### src/rtl/wb_bram_pipe_if.sv
// wb_bram_pipe_if: shared word/byte-select types and the pipelined Wishbone bus
package wb_bram_pkg;
  typedef logic [31:0] word_t;
  typedef logic [3:0] bsel_t;
endpackage

interface wishbone;
  import wb_bram_pkg::*;
  logic cyc;
  logic stb;
  logic we;
  logic [31:0] adr;
  bsel_t sel;
  word_t dat_w;
  word_t dat_r;
  logic ack;
  logic err;
  logic stall;
  modport slave (input cyc, stb, we, adr, sel, dat_w, output dat_r, ack, err, stall);
  modport master (output cyc, stb, we, adr, sel, dat_w, input dat_r, ack, err, stall);
endinterface

### src/rtl/wb_bram_pipe.sv
// wb_bram_pipe: pipelined Wishbone slave front-end for a block RAM with optional power-on clear
module wb_bram_pipe
  import wb_bram_pkg::*;
#(
  parameter int BRAM_ADDR_W = 14,
  parameter int DEPTH = 2**BRAM_ADDR_W,
  parameter int READ_LAT = 1,
  parameter bit CLEAR_ON_RESET = 1
) (
  input  logic                   clk,
  input  logic                   rst_n,
  output logic [BRAM_ADDR_W-1:0] bram_addr,
  output word_t                  bram_data_w,
  input  word_t                  bram_data_r,
  output logic                   bram_en,
  output bsel_t                  bram_sel,
  output logic                   bram_regce,
  wishbone.slave                 wb
);
  typedef enum logic {INIT, RUN} state_t;
  localparam logic [BRAM_ADDR_W-1:0] LAST = BRAM_ADDR_W'(DEPTH - 1);
  localparam state_t RST_STATE = CLEAR_ON_RESET ? INIT : RUN;
  state_t state_q, state_d;
  logic [BRAM_ADDR_W-1:0] cnt_q, cnt_d, idx;
  logic [READ_LAT-1:0] vld_q, vld_d, err_q, err_d;
  logic rd_q, rd_d, acc, in_rng;
  // state register
  always_ff @(posedge clk or negedge rst_n)
    if (!rst_n) state_q <= RST_STATE;
    else state_q <= state_d;
  // leave INIT once the last populated word has been cleared
  always_comb
    state_d = (state_q == INIT && cnt_q == LAST) ? RUN : state_q;
  // request decode, clear counter advance and response pipeline shift (dropping cyc flushes it)
  always_comb begin
    idx = wb.adr[BRAM_ADDR_W+1:2];
    acc = state_q == RUN && wb.cyc && wb.stb;
    in_rng = (wb.adr >> (BRAM_ADDR_W + 2)) == 32'd0 && 32'(idx) < 32'(DEPTH);
    cnt_d = (state_q == INIT && cnt_q != LAST) ? cnt_q + 1'b1 : '0;
    vld_d = wb.cyc ? (vld_q << 1) | READ_LAT'(acc) : '0;
    err_d = wb.cyc ? (err_q << 1) | READ_LAT'(acc && !in_rng) : '0;
    rd_d = acc && in_rng && !wb.we;
  end
  // clear counter and response pipeline registers
  always_ff @(posedge clk or negedge rst_n)
    if (!rst_n) begin
      cnt_q <= '0;
      vld_q <= '0;
      err_q <= '0;
      rd_q <= 1'b0;
    end else begin
      cnt_q <= cnt_d;
      vld_q <= vld_d;
      err_q <= err_d;
      rd_q <= rd_d;
    end
  // RAM port drive (zero-fill in INIT, pass-through in RUN) and Wishbone responses
  always_comb begin
    bram_en = rst_n && (state_q == INIT || (acc && in_rng));
    bram_sel = !rst_n ? '0 : state_q == INIT ? 4'hF : (acc && in_rng && wb.we) ? wb.sel : '0;
    bram_addr = state_q == INIT ? cnt_q : idx;
    bram_data_w = state_q == INIT ? '0 : wb.dat_w;
    bram_regce = (READ_LAT == 2) && rd_q;
    wb.stall = state_q != RUN;
    wb.ack = wb.cyc && vld_q[READ_LAT-1] && !err_q[READ_LAT-1];
    wb.err = wb.cyc && err_q[READ_LAT-1];
    wb.dat_r = bram_data_r;
  end
endmodule

### src/flat_wrapper.sv
// flat-port wrapper written by rule: the top's interface ports become plain ports
module wb_bram_pipe_flat import wb_bram_pkg::*;
#(
  parameter int BRAM_ADDR_W = 14,
  parameter int DEPTH = 2**BRAM_ADDR_W,
  parameter int READ_LAT = 1,
  parameter bit CLEAR_ON_RESET = 1
)
  (clk, rst_n, bram_addr, bram_data_w, bram_data_r, bram_en, bram_sel, bram_regce, wb_cyc, wb_stb, wb_we, wb_adr, wb_sel, wb_dat_w, wb_dat_r, wb_ack, wb_err, wb_stall);
  wishbone wb_i ();
  input  logic clk;
  input  logic rst_n;
  output logic [BRAM_ADDR_W-1:0] bram_addr;
  output word_t bram_data_w;
  input  word_t bram_data_r;
  output logic bram_en;
  output bsel_t bram_sel;
  output logic bram_regce;
  input wire logic [$bits(wb_i.cyc)-1:0] wb_cyc;
  input wire logic [$bits(wb_i.stb)-1:0] wb_stb;
  input wire logic [$bits(wb_i.we)-1:0] wb_we;
  input wire logic [$bits(wb_i.adr)-1:0] wb_adr;
  input wire logic [$bits(wb_i.sel)-1:0] wb_sel;
  input wire logic [$bits(wb_i.dat_w)-1:0] wb_dat_w;
  output wire logic [$bits(wb_i.dat_r)-1:0] wb_dat_r;
  output wire logic [$bits(wb_i.ack)-1:0] wb_ack;
  output wire logic [$bits(wb_i.err)-1:0] wb_err;
  output wire logic [$bits(wb_i.stall)-1:0] wb_stall;
  assign wb_i.cyc = wb_cyc;
  assign wb_i.stb = wb_stb;
  assign wb_i.we = wb_we;
  assign wb_i.adr = wb_adr;
  assign wb_i.sel = wb_sel;
  assign wb_i.dat_w = wb_dat_w;
  assign wb_dat_r = wb_i.dat_r;
  assign wb_ack = wb_i.ack;
  assign wb_err = wb_i.err;
  assign wb_stall = wb_i.stall;
  wb_bram_pipe #(.BRAM_ADDR_W(BRAM_ADDR_W), .DEPTH(DEPTH), .READ_LAT(READ_LAT), .CLEAR_ON_RESET(CLEAR_ON_RESET)) u_core (.clk(clk), .rst_n(rst_n), .bram_addr(bram_addr), .bram_data_w(bram_data_w), .bram_data_r(bram_data_r), .bram_en(bram_en), .bram_sel(bram_sel), .bram_regce(bram_regce), .wb(wb_i));
endmodule
### config.mk
export PLATFORM = sky130hd
export DESIGN_NAME = wb_bram_pipe_flat
export DESIGN_NICKNAME = d
export VERILOG_FILES = /design/src/rtl/wb_bram_pipe_if.sv /design/src/rtl/wb_bram_pipe.sv /design/src/flat_wrapper.sv
export SDC_FILE = /design/constraint.sdc
export NUM_CORES = 1
export LEC_CHECK = 0
export ABC_AREA = 0
export BUFFER_PORTS_ARGS = -buffer_cell sky130_fd_sc_hd__buf_2
export CAP_MARGIN = 20
export CORE_MARGIN = 2
export CORE_UTILIZATION = 30
export CTS_CLUSTER_DIAMETER = 50
export DETAILED_ROUTE_END_ITERATION = 10
export GPL_TIMING_DRIVEN = 0
export MAX_ROUTING_LAYER = met4
export PLACE_DENSITY = 0.78
export SLEW_MARGIN = 15
export SYNTH_ARGS = -nofsm -noshare
export SYNTH_HDL_FRONTEND = slang
export SYNTH_SLANG_ARGS = --single-unit
### constraint.sdc
create_clock -name clk -period 1.4 [get_ports clk]
set_input_delay 0 -clock clk [delete_from_list [all_inputs] [get_ports clk]]
set_output_delay 0 -clock clk [all_outputs]
set_load 0.01 [all_outputs]
; Word level (Yosys, flattened, before mapping)
; Index checks and enable logic that the tools add are counted.
[totals]
regBits = 17
wordCells = 31
[op_classes]
n_addsub = 1
n_reduce_logical = 15
n_eq_ne = 2
n_mux = 8
bitwise = 1
[op_table]
columns = op, count
row1 = logical NOT 32 bit, 1
row2 = two-way mux 32 bit, 1
row3 = two-way mux 14 bit, 2
row4 = "adder 14 x 1 -> 14 bit, second input constant", 1
row5 = "== test 14 bit, second input constant", 1
row6 = "!= test 14 bit, second input constant", 1
row7 = two-way mux 4 bit, 3
row8 = logical AND 1 bit, 11
row9 = logical NOT 1 bit, 2
row10 = two-way mux 1 bit, 2
row11 = logical OR 1 bit, 1
row12 = NOT 1 bit, 1

; Depth between registers and ports, before layout
[depth]
word_depth = 7
depth_mapped = 7
depth_no_buf = 5

; Worst setup path before layout
; OpenSTA, ideal clock, no wires.
[synth_timing]
path_kind = reg2reg
startpoint = register u_core.cnt_q[0]
endpoint = register u_core.cnt_q[4]
slack_ns = -0.056
arrival_ns = 1.337
stages_incl_launch_ff = 8
synth_period_minus_slack_ns = 1.456
setup_ns = 0.119
path_buffers = 2
path_cell_list = dfrtp_1 -> ha_1 -> and3_1 -> clkbuf_4 -> nand3_4 -> o21ai_4 -> buf_12 -> nor2_2
[synth_via]
elab_chain_cells = 3
elab_cells_between_ends = 4
cone_classes = add/sub (1) / eq/ne (1) / mux (1) / reduce/logical (1)
[synth_rtl]
columns = element, line_no
row1 = from (decl), wb_bram_pipe.sv:24  ; logic [BRAM_ADDR_W-1:0] cnt_q, cnt_d, idx;
row2 = from (signal assigned), wb_bram_pipe.sv:52  ; cnt_q <= cnt_d;
row3 = branches (longest 2 deep; another with adder 14 x 1 -> 14 bit), n/a
row4 = two-way mux 14 bit (*), wb_bram_pipe.sv:39  ; cnt_d = (state_q == INIT && cnt_q != LAST) ? cnt_q + 1'b1 : '0;
row5 = via u_core.cnt_d[4], wb_bram_pipe.sv:24
; Mark *: on every way through the listed nets, which the timed path passes.
; A chain may end at the register's enable or synchronous reset.

; Worst setup path in the final report
[layout_timing]
startpoint = register u_core.cnt_q[1]
endpoint = register u_core.cnt_q[4]
; Same word-level chain as after synthesis.

==> out/summary.txt <==
Delay of the slowest critical-path stage: 0.38 ns
FF+latch count, synth: 17
Final Max Tran Viols: 0
Yosys synthesis warning count: 0
CP max-delay cell: dfrtp_1
Asr flop ratio synth: 1.000
Skew final: 0.001871 ns
Final cell count without fillers: 414
Router iterations before antenna repair: 3
# fillers: 460
Dominant synthesized flop cell: dfrtp_1
Root buffer cell: clkbuf_8
Total gr overflow: 0
Core area: 5075 um2
Place WS: -0.1598 ns
GRT Total Usage: 0.1594
Antenna cells: 0
Row cnt: 26
IO Pins: 192
WS Path Type: flop to flop
Fmax achieved: 725.3 MHz
Synth cell types: 28
Clock Latency Late Sink: 0.24 ns
Ranking of synthesized cells by area: dfrtp_1 27%, buf_4 16%, and2_1 14%
DRC Markers: 0
Post-Syn Area: 1563 um2
Mapped Cells: 171
Vert. Die Dim: 76.18 um
Hold Slack: 0.1549 ns
Worst-path clk slew: 0.06 ns
Routed wire length: 4440 um
CP max FO: 5
Max VDD drop: 0.2731 mV
Net Count, Synth: 277
Endpoints failing hold: 0
Sequential share of the synthesized area: 0.2722
Required @ worst endpoint: 1.53 ns
Relative slew slack: 0.4735
Vias: 1721
Initial antenna violation count: 0
Worst Setup Slack, final: 0.02132 ns
DIE AREA: 5803 um2
Vias in the first global route: 1751
# clock sinks: 17
Vias/cell: 4.157
Post-synthesis compound-gate area fraction: 0.04083
Final Util: 0.5200
WP data arrival: 1.51 ns
PwrDens: 422.1 nW/um2
RSZ-0062 raised after global routing: yes
Avg WL per Cell: 10.72 um
Pin count of the biggest net entering global routing: 18
Min cycle time layout: 1.379 ns
Placed Cells: 397
# nets final: 451
Synth Area in Simple Gates: 0.2986
Outcome: finished, final reports clean
Largest family of logic cells by synthesized area: simple AND/OR/NAND/NOR gates
Final HPWL DP: 3570 um
Post-synth top area share: 0.2722
TritonCTS Buffers: 3
Measured slew at the worst slew-check pin: 0.7871 ns
Adder-cell share of the synthesized area: 0.008006
Clock buffer depth: 2
PnR Total Power: 1.114 mW
First-pass GRT wire length: 7700 um
Leakage power: 1.551 nW
CTS tree: done
CP Cell Sequence: ha_4, and3_4, nand3_4, o21ai_4, buf_6, buf_12, nor2_2
Hold WC Path Type: input pin to flop
Syn avg cell area: 9.139 um2
Post-synthesis mux area share: 0.1009
Count of input and output buffers: 156
Number of H-tree levels: 1
Post-DRT Antenna Nets: 0
Endpoints failing setup: 0
Initial Util: 0.3079
Worst setup SP type: flop
XOR/XNOR share of the synthesized area: 0.06725
Layout cell share with drive strength beyond 1: 0.7122
Final Cycle Share: 0.9848
Die width: 76.18 um
EDFF count, synth: 0
GPL Wtd Cong: 0.7933
Top cells by count, synth: 34 x and2_1, 33 x buf_4, 17 x dfrtp_1
Largest area contributor in the netlist: dfrtp_1
P&R area growth vs syn: 68.86%
Most instantiated library cell after synthesis: and2_1
DR iter-0 viols: 70
CP Capture Type: flop
Max Cap Viol: 0
-- per-stage QoR --
step / area (um2) / TNS (ns)
after floorplan: 1577 / -0.1926
after global placement: 2445 / -1.416
after detailed placement: 2445 / -1.575
after CTS: 2615 / 0
after global routing: 2639 / -0.2006
final: 2639 / 0
-- critical path, delay by kind of cell, from the launching register on --
kind / cells / cell delay [ns]
flip-flops: 1 / 0.38
AND/OR/NAND/NOR: 3 / 0.34
buffers and inverters: 2 / 0.25
AO/OA/AOI/OAI: 1 / 0.16
adder cells (fa/ha/maj): 1 / 0.14
-- metal layers --
| metal | track usage | routed length, um |
|---|---|---|
| met1 | 0.1783 | 1773 |
| met2 | 0.3071 | 2376 |
| met3 | 0.02607 | 290 |
| met5 | - | 0 |
| met4 | 0.01636 | 0 |
-- logic make-up after synthesis --
family          count (synthesis)
simple gates                   76
buf+inv                        44
flops                          17
mux                            14
xor+xnor                       12
compound gates                  6
fa+ha+maj                       1
other cells                     1
-- what timing repair did --
| item | 4_1_cts | 5_1_grt |
|---|---|---|
| setup endpoints to repair | 53 | 36 |
| cloned | 1 | 0 |
| hold buffers | 1 | 0 |
| gates resized for setup | 15 | 9 |
| endpoints found under the hold margin | 17 | 0 |
| setup buffers | 8 | 5 |
| pin swaps | 8 | 3 |
-- placed cells by master (no fill, tap or decap), types with 2 or more instances in the layout --
cell type    n
buf_4       44
inv_1        2
dfrtp_1     14
buf_6        4
and2_1      33
a41o_1       4
buf_2      156
xor2_1      10
dfrtp_2      3
clkbuf_4     2
nand2_1      4
and3_4       2
xnor2_1      2
nand4_1      4
nor2_2       9
nor2_1       6
and3_1       2
nand3_1      4
and4_1       4
nor4_1       4
nor2b_1      2
clkbuf_8     4
mux2_2      14
-- layout make-up --
cell class	instances	area, um2	area share
buffer	41	339.1	0.1285
clock buffer	4	45.04	0.01707
inverter	2	7.507	0.002845
multi-input combinational	110	834.6	0.3163
sequential	17	429.2	0.1626
tap	70	87.58	0.03319
timing repair buffer	170	895.9	0.3395
-- state kept, by name (all words and copies together), names as in the netlist --
name / flops
u_core.vld_q: 1
u_core.cnt_q: 14
u_core.err_q: 1
u_core.state_q: 1
-- final timing paths --
path,cells after the start,endpoint,start,slack (ns)
min in group asynchronous,2,u_core.cnt_q[8],rst_n,0.46
worst max register to register,7,u_core.cnt_q[4],u_core.cnt_q[1],0.02
max in group asynchronous,2,u_core.cnt_q[4],rst_n,0.39
worst max-delay path,7,u_core.cnt_q[4],u_core.cnt_q[1],0.02
worst min-delay path,4,u_core.err_q,wb_adr[24],0.15
worst min register to register,2,u_core.cnt_q[12],u_core.cnt_q[12],0.58
-- power by group --
part | internal, mW | switching (mW) | total [mW]
Clock | 0.201 | 0.155 | 0.356
Sequential | 0.491 | 0 | 0.491
Combinational | 0.169 | 0.0969 | 0.266
No activity file was read; power rests on OpenSTA's default activity.
